**src/rtl/bin_to_bcd_seq.sv**
```systemverilog
`default_nettype none
// +--------------------------------------------------------------------------+
// | bin_to_bcd_seq : iterative double-dabble binary -> packed BCD converter. |
// | Optional leading-zero blanking: LEADING_ZERO_BLANK_EN. Rev 1.0           |
// +--------------------------------------------------------------------------+
module bin_to_bcd_seq #(
  parameter int BIN_W  = 8,
  parameter int DIGITS = 3
) (
  input  logic                  clk,
  input  logic                  rst_n,
  input  logic                  start,
  input  logic [BIN_W-1:0]      bin_in,
  output logic                  busy,
  output logic                  done,
  output logic [4*DIGITS-1:0]   bcd_out,
  output logic                  overflow,
  output logic [DIGITS-1:0]     blank_mask
);

  localparam int c_BCD_W = 4 * DIGITS;
  localparam int c_CNT_W = $clog2(BIN_W + 1);
  localparam logic [c_CNT_W-1:0] c_CNT_INIT = c_CNT_W'(BIN_W);

  localparam logic [1:0] c_IDLE  = 2'd0;
  localparam logic [1:0] c_SHIFT = 2'd1;
  localparam logic [1:0] c_DONE  = 2'd2;

  logic [1:0]         r_state;
  logic [BIN_W-1:0]   r_shreg;
  logic [c_BCD_W-1:0] r_scratch;
  logic               r_carry;
  logic [c_CNT_W-1:0] r_cnt;
  logic [c_BCD_W-1:0] r_bcd;
  logic               r_ovf;

  logic [c_BCD_W-1:0] w_adj;
  logic [c_BCD_W-1:0] w_scr_nxt;
  logic [BIN_W-1:0]   w_shreg_nxt;
  logic               w_carry_nxt;
  logic               w_last;
  logic [c_BCD_W-1:0] w_bcd_res;

  generate
    for (genvar i = 0; i < DIGITS; i++) begin : g_digit
      assign w_adj[4*i +: 4] = (r_scratch[4*i +: 4] >= 4'd5) ?
                               r_scratch[4*i +: 4] + 4'd3 : r_scratch[4*i +: 4];
    end
  endgenerate

  // The bit leaving the top digit means the value no longer fits in DIGITS.
  assign w_scr_nxt   = {w_adj[c_BCD_W-2:0], r_shreg[BIN_W-1]};
  assign w_shreg_nxt = r_shreg << 1;
  assign w_carry_nxt = r_carry | w_adj[c_BCD_W-1];
  assign w_last      = (r_cnt == c_CNT_W'(1));
  assign w_bcd_res   = w_carry_nxt ? {DIGITS{4'h9}} : w_scr_nxt;

  always_ff @(posedge clk or negedge rst_n) begin
    if (!rst_n) begin
      r_state   <= c_IDLE;
      r_shreg   <= '0;
      r_scratch <= '0;
      r_carry   <= 1'b0;
      r_cnt     <= '0;
      r_bcd     <= '0;
      r_ovf     <= 1'b0;
    end else begin
      case (r_state)
        c_IDLE: begin
          if (start) begin
            r_shreg   <= bin_in;
            r_scratch <= '0;
            r_carry   <= 1'b0;
            r_cnt     <= c_CNT_INIT;
            r_state   <= c_SHIFT;
          end
        end
        c_SHIFT: begin
          r_scratch <= w_scr_nxt;
          r_shreg   <= w_shreg_nxt;
          r_carry   <= w_carry_nxt;
          r_cnt     <= r_cnt - 1'b1;
          if (w_last) begin
            r_bcd   <= w_bcd_res;
            r_ovf   <= w_carry_nxt;
            r_state <= c_DONE;
          end
        end
        c_DONE:  r_state <= c_IDLE;
        default: r_state <= c_IDLE;
      endcase
    end
  end

`ifdef LEADING_ZERO_BLANK_EN
  logic [DIGITS-1:0] r_blank;
  logic [DIGITS-1:0] w_blank_res;
  logic              w_hi_zero;

  // Digit 0 is never blanked so a zero result still shows "0".
  always_comb begin
    w_blank_res = '0;
    w_hi_zero   = 1'b1;
    for (int i = DIGITS - 1; i >= 1; i--) begin
      w_hi_zero      = w_hi_zero & (w_scr_nxt[4*i +: 4] == 4'd0);
      w_blank_res[i] = w_hi_zero & ~w_carry_nxt;
    end
  end

  always_ff @(posedge clk or negedge rst_n) begin
    if (!rst_n) begin
      r_blank <= '0;
    end else if ((r_state == c_SHIFT) && w_last) begin
      r_blank <= w_blank_res;
    end
  end

  assign blank_mask = r_blank;
`else
  assign blank_mask = '0;
`endif

  assign busy     = (r_state == c_SHIFT);
  assign done     = (r_state == c_DONE);
  assign bcd_out  = r_bcd;
  assign overflow = r_ovf;

endmodule
`default_nettype wire
```
**config.mk**
```make
export PLATFORM = sky130hd
export DESIGN_NAME = bin_to_bcd_seq
export DESIGN_NICKNAME = d
export VERILOG_FILES = /design/src/rtl/bin_to_bcd_seq.sv
export SDC_FILE = /design/constraint.sdc
export NUM_CORES = 1
export LEC_CHECK = 0
export BUFFER_PORTS_ARGS = -buffer_cell sky130_fd_sc_hd__buf_2
export CORE_UTILIZATION = 45
export DETAILED_ROUTE_END_ITERATION = 10
export MAX_ROUTING_LAYER = met4
export PLACE_DENSITY = 0.65
export RECOVER_POWER = 50
export SYNTH_ARGS = -nofsm -noshare
export SYNTH_HDL_FRONTEND = slang
export SYNTH_SLANG_ARGS = --single-unit
```
**constraint.sdc**
```tcl
create_clock -name clk -period 3.9 [get_ports clk]
set_input_delay 0.39 -clock clk [delete_from_list [all_inputs] [get_ports clk]]
set_output_delay 0.39 -clock clk [all_outputs]
set_load 0.01 [all_outputs]
```
[After elaboration in Yosys (flattened, before gate mapping)]
Index checks and enable logic that the tools add are counted.
Operators by class
  $add $sub $neg: 4
  magnitude comparators: 3
  equal/unequal tests: 5
  multiplexer cells: 15
  bitwise gates (word level): 1
  reduce and logical (&&, ||, !) cells: 5
Operators by type and width (count)
  $mux W12: 2
  $pmux W12 S2: 1
  $mux W4: 4
  $pmux W8 S2: 1
  $add A4 B2 Y4 const B: 3
  $ge A4 B3 Y1 const B: 3
  $mux W8: 1
  $pmux W4 S2: 1
  $reduce_and A2 Y1: 3
  $eq A4 B1 Y1 const B: 1
  $mux W2: 2
  $pmux W2 S2: 1
  $sub A4 B1 Y4 const B: 1
  $eq A2 B1 Y1 const B: 1
  $eq A2 B2 Y1 const B: 1
  $logic_not A2 Y1: 1
  $ne A2 B1 Y1 const B: 1
  $ne A2 B2 Y1 const B: 1
  $pmux W1 S2: 1
  $reduce_bool A2 Y1: 1
  $mux W1: 1
  $or A1 B1 Y1: 1
Word-level totals
  flip-flop bits (word level): 40
  logic and storage cells: 40

[Longest topological paths before layout]
  depth in word-level cells: 4
  depth in mapped cells: 9
  depth with buffers taken out: 7

[Worst setup path after synthesis]
OpenSTA, ideal clock, no wires.
  path kind: register to register
  start point: register r_scratch[8]
  end point: register r_bcd[10] (netlist: bcd_out[10])
  setup time: 0.104 ns
  data arrival time: 1.585 ns
  slack: 2.211 ns
  stages on the path, launching flop included: 7
  buffers on the path: 0
  clock period less this slack: 1.689 ns
  cell sequence: dfrtp_1 -> inv_1 -> ha_1 -> nand2b_1 -> nor3b_2 -> a211o_4 -> o41ai_2
On the way
  cells in the longest elaborated chain, start to end: 4
Ends and longest elaborated chain
  start, declared: line 31  | logic [c_BCD_W-1:0] r_scratch;
  start signal, assigned: line 79  | r_scratch <= w_scr_nxt;
  $add A4 B2 Y4 / $ge A4 B3 Y1 (equally long branches): line 47, 46
  $mux W4 *: line 46  | assign w_adj[4*i +: 4] = (r_scratch[4*i +: 4] >= 4'd5) ?
  $or A1 B1 Y1: line 54  | assign w_carry_nxt = r_carry | w_adj[c_BCD_W-1];
  $mux W12 *: line 56  | assign w_bcd_res = w_carry_nxt ? {DIGITS{4'h9}} : w_scr_nxt;
  end signal, assigned: line 84  | r_bcd <= w_bcd_res;
  end, declared: line 34  | logic [c_BCD_W-1:0] r_bcd;
Mark *: on every way between the ends. The rest lies on a longest branch, timed or not.
A chain may end at the register's enable or synchronous reset.

[Worst setup path after layout]
  start point: register r_state[0]
  end point: output port busy
On the way
  cells in the longest elaborated chain, start to end: 1
Ends and longest elaborated chain
  start, declared: line 29  | logic [1:0] r_state;
  start signal, assigned: line 60  | r_state <= c_IDLE;
  start signal, assigned: line 75  | r_state <= c_SHIFT;
  start signal, assigned: line 86  | r_state <= c_DONE;
  $eq A2 B1 Y1: line 123  | assign busy = (r_state == c_SHIFT);
  end, declared: line 14  | output logic busy,
Every way passes these cells.

==> metrics.log <==
[metrics] Post CTS Setup Buffer Count: 0
[metrics] outcome: finished with violations
[metrics] number of maximum-capacitance constraint violations: 1
[metrics] layout overhead on the synthesized area: 12.0%
[metrics] worst-path cell with the longest stage delay: sky130_fd_sc_hd__dfrtp_1
[metrics] part of the cycle the worst path needs: 58.4%
[metrics] slew at the pin closest to its max-slew limit: 2.12 ns
[metrics] proportion of layout cells with a drive suffix above 1: 16.7%
[metrics] portion of netlist area occupied by mux cells: 1.04%
[metrics] startpoint of the worst-slack reg-to-reg timing path: r_state[0]$_DFFE_PN0P_
[metrics] cts hold-fix bufs: 0
[metrics] worst min-delay path category: in2reg
[metrics] total DRC errors in the routed layout: 0
[metrics] count of cell instances traversed by the critical path: 3
[metrics] setup repair after global routing missed its margin: no
[metrics] Post-Synth XOR/XNOR Area: 1.28%
[metrics] post-cts gate resize count: 0
[metrics] top fanout value on the critical path: 20
[metrics] kind of launch point of the worst setup path: flip-flop
[metrics] yosys warns: 0
[metrics] Finish-stage setup viols: 0
[metrics] post-synthesis average cell area: 9.75 sq um
[metrics] highest ir drop seen on vdd: 326 uV
[metrics] root buffer cell: sky130_fd_sc_hd__clkbuf_8
[metrics] number of slew-limit violations in the final report: 41
[metrics] count of cell types in the netlist: 36
[metrics] Post-synth EDFFs: 0
[metrics] synthesized-area fraction occupied by ao, oa, aoi and oai cells: 20.2%
[metrics] internal reg-to-reg setup slack: 1.70 ns
[metrics] DP HPWL: 2780 microns
[metrics] cells traversed along the worst timing path: nand2b_1 -> inv_2 -> buf_2
[metrics] upper clock frequency limit: 0.439 GHz
[metrics] CTS Sinks: 40
[metrics] WP data arrival: 1.89 ns
[metrics] maximum number of pins on one net before global-route repair: 41
[metrics] end point of the critical path: busy
[metrics] core outline area: 4350 sq um
[metrics] die width: 69.4 microns
[metrics] fraction of the yosys area taken by sequential cells: 48.9%
[metrics] flip-flop and latch area: 1000 sq um
[metrics] Clock Pin Slew Worst Setup and Hold Paths: 0.08 ns
[metrics] proportion of synthesized flip-flops having asynchronous set or reset: 100%
[metrics] total global routing overflow: 0
[metrics] largest family of logic cells by synthesized area: compound AO/OA/AOI/OAI gates
[metrics] leading cell types by count after synthesis: sky130_fd_sc_hd__dfrtp_1 (40), sky130_fd_sc_hd__nand2_1 (31), sky130_fd_sc_hd__o21ai_0 (19)
[metrics] R2R cell count: 6
[metrics] Detailed Routing Iterations Pass 1: 4
[metrics] category of cells accounting for the largest share of critical-path delay: flip-flops
[metrics] Starting Density: 47.0%
[metrics] vertical extent of the die: 69.4 microns
[metrics] area share of the leading cell type in the synthesized netlist: 48.9%
[metrics] highest cell delay on the worst timing path: 0.66 ns
[metrics] number of antenna violations at the first check in global routing: 0
[metrics] Filler Cell Count: 411
[metrics] register bit count reported by yosys: 40
[metrics] deepest clock path buffer count: 2
[metrics] endpoint of the worst-slack reg-to-reg timing path: bcd_out[8]$_DFFE_PN0P_
[metrics] first-pass GRT wire length: 6710 microns
[metrics] IO Count: 29
[metrics] cts bufs inserted: 5
[metrics] CTS tree: built
[metrics] CTS H-Tree Depth: 2
[metrics] site row count: 24
[metrics] post-synthesis cell count: 210
[metrics] Inserted Diodes: 0
[metrics] combined area of all synthesized cells: 2050 sq um
[metrics] area of the die: 4820 sq um
[metrics] total power draw: 1.97 mW
[metrics] CP Capture Type: primary output
[metrics] violations in the final reports: max-capacitance violations, max-slew violations
[metrics] drt initial violations: 76
[metrics] total number of nets in the final design: 252
[metrics] Critical Path Start: r_state[0]$_DFFE_PN0P_
[metrics] Final Critical Period: 2.28 ns
[metrics] area share of fa/ha/maj cells after synthesis: 4.89%
[metrics] most instantiated library cell after synthesis: sky130_fd_sc_hd__dfrtp_1
[metrics] clock latency on the worst-skew pair: 0.30 ns
[metrics] relative slew slack: -41.0%
[metrics] via count of the first global-routing pass: 1433
[metrics] via count: 1526
[metrics] total power per unit cell area: 859 nW/um^2
[metrics] start-to-end type of the worst setup path: reg2out
[metrics] buffering stage count on the worst path with inverters included: 2
[metrics] standby leakage power: 1.02 nW
[metrics] Required @ worst endpoint: 3.51 ns
[metrics] final instance count without filler cells: 286
[metrics] final WL: 3970 microns
[metrics] Global Route Usage Sum: 18.2%
[metrics] number of buffer cells added on primary ports: 25
[metrics] total area of multi-input combinational cells: 950 sq um
[metrics] library cell with the largest summed area after synthesis: sky130_fd_sc_hd__dfrtp_1
[metrics] number of vias per cell: 5.34
[metrics] average routed wire per standard cell: 13.9 microns
[metrics] synthesized-area fraction occupied by and/or/nand/nor cells: 18.4%
[metrics] placed instance count: 278
[metrics] final hold violation count: 0
[metrics] post-route setup TNS: 0 ns
[metrics] Setup Skew: 0.00865 ns
[metrics] final weighted congestion in routability-driven placement: 0.780
[metrics] top area cells in the synthesized netlist: sky130_fd_sc_hd__dfrtp_1 (49%), sky130_fd_sc_hd__nand2_1 (5.7%), sky130_fd_sc_hd__ha_1 (4.9%)
[metrics] number of nets with antenna violations after routing: 0
[metrics] most used flip-flop cell after synthesis: sky130_fd_sc_hd__dfrtp_1
## cells in the final DEF, fill, tap and decap left out, types with 3 or more instances in the layout
cell type	count
sky130_fd_sc_hd__clkbuf_8	5
sky130_fd_sc_hd__dfrtp_1	40
sky130_fd_sc_hd__inv_1	8
sky130_fd_sc_hd__nor3b_1	3
sky130_fd_sc_hd__nor2b_1	7
sky130_fd_sc_hd__nand2b_1	4
sky130_fd_sc_hd__nand2_1	31
sky130_fd_sc_hd__nor2_1	9
sky130_fd_sc_hd__clkbuf_1	7
sky130_fd_sc_hd__nor3_1	4
sky130_fd_sc_hd__o21ai_0	19
sky130_fd_sc_hd__o21ai_1	7
sky130_fd_sc_hd__and2_1	3
sky130_fd_sc_hd__and3b_1	6
sky130_fd_sc_hd__a21oi_1	16
sky130_fd_sc_hd__o31ai_1	6
sky130_fd_sc_hd__buf_2	18
sky130_fd_sc_hd__a41oi_1	3
sky130_fd_sc_hd__conb_1	3
sky130_fd_sc_hd__o41ai_2	3
sky130_fd_sc_hd__xnor2_1	3
sky130_fd_sc_hd__ha_1	8
## cell type report
type / instances / share of cell area (%)
flip-flops and latches: 40 / 43.7
repair buffers: 26 / 5.40
clock buffers: 5 / 3.00
well taps: 52 / 2.84
multi-input cells: 150 / 41.4
clock inverters: 3 / 2.02
inverters: 10 / 1.64
## layer usage
| metal | GRT usage [%] | wire (microns) |
|---|---|---|
| met1 | 23.3 | 1920 |
| met5 | - | 0 |
| met2 | 28.7 | 1860 |
| met3 | 3.92 | 137 |
| met4 | 6.12 | 51 |
## worst register-to-register path, delay by kind of cell, from the launching register on
| kind | cells | cell delay [ns] |
|---|---|---|
| buf+inv | 2 | 0.47 |
| flops | 1 | 0.66 |
| compound gates | 1 | 0.16 |
| simple gates | 3 | 0.84 |
## how the worst min path moves through the flow
stage | startpoint | endpoint | slack, ns | cells past startpoint
6_report | bin_in[7] | r_shreg[7]$_DFFE_PN0P_ | 0.38 | 3
3_3_place_gp | bcd_out[2]$_DFFE_PN0P_ | bcd_out[2]$_DFFE_PN0P_ | 0.46 | 2
5_1_grt | bin_in[7] | r_shreg[7]$_DFFE_PN0P_ | 0.40 | 3
2_1_floorplan | rst_n | bcd_out[0]$_DFFE_PN0P_ | 0.09 | 0
3_5_place_dp | bcd_out[10]$_DFFE_PN0P_ | bcd_out[10]$_DFFE_PN0P_ | 0.46 | 2
4_1_cts | rst_n | bcd_out[8]$_DFFE_PN0P_ | 0.24 | 1
## stage by stage
| stage | utilization (%) | cell area [sq um] | hold slack [ns] | setup slack [ns] |
|---|---|---|---|---|
| floorplan | - | 2050 | 0.0944 | 2.21 |
| global placement | 50.2 | 2190 | 0.464 | 1.75 |
| detailed placement | 50.2 | 2190 | 0.462 | 1.68 |
| CTS | 52.8 | 2300 | 0.243 | 1.61 |
| global route | 52.6 | 2290 | 0.400 | 1.39 |
| finish | 52.6 | 2290 | 0.375 | 1.62 |
## cell families (layout without fill, tap and decap cells)
group / after synthesis / count (layout)
buffers and inverters: 22 / 44
muxes: 2 / 2
other: 1 / 3
and+or+nand+nor: 72 / 72
DFF: 40 / 40
adders and majority gates: 8 / 8
xor gates and xnor gates: 3 / 3
AOI/OAI and AO/OA: 62 / 62
## flip-flops by register name (all words and copies together), names as in the netlist
name and cells:
r_state 2, bcd_out 12, r_carry 1, overflow 1, r_cnt 4, r_scratch 12
r_shreg 8
## report_power, final
| part | switching (mW) | internal, mW |
|---|---|---|
| registers | 0.176 | 0.595 |
| logic | 0.492 | 0.354 |
| clock network | 0.159 | 0.193 |
Note: power is estimated with default switching activity, not from simulation.
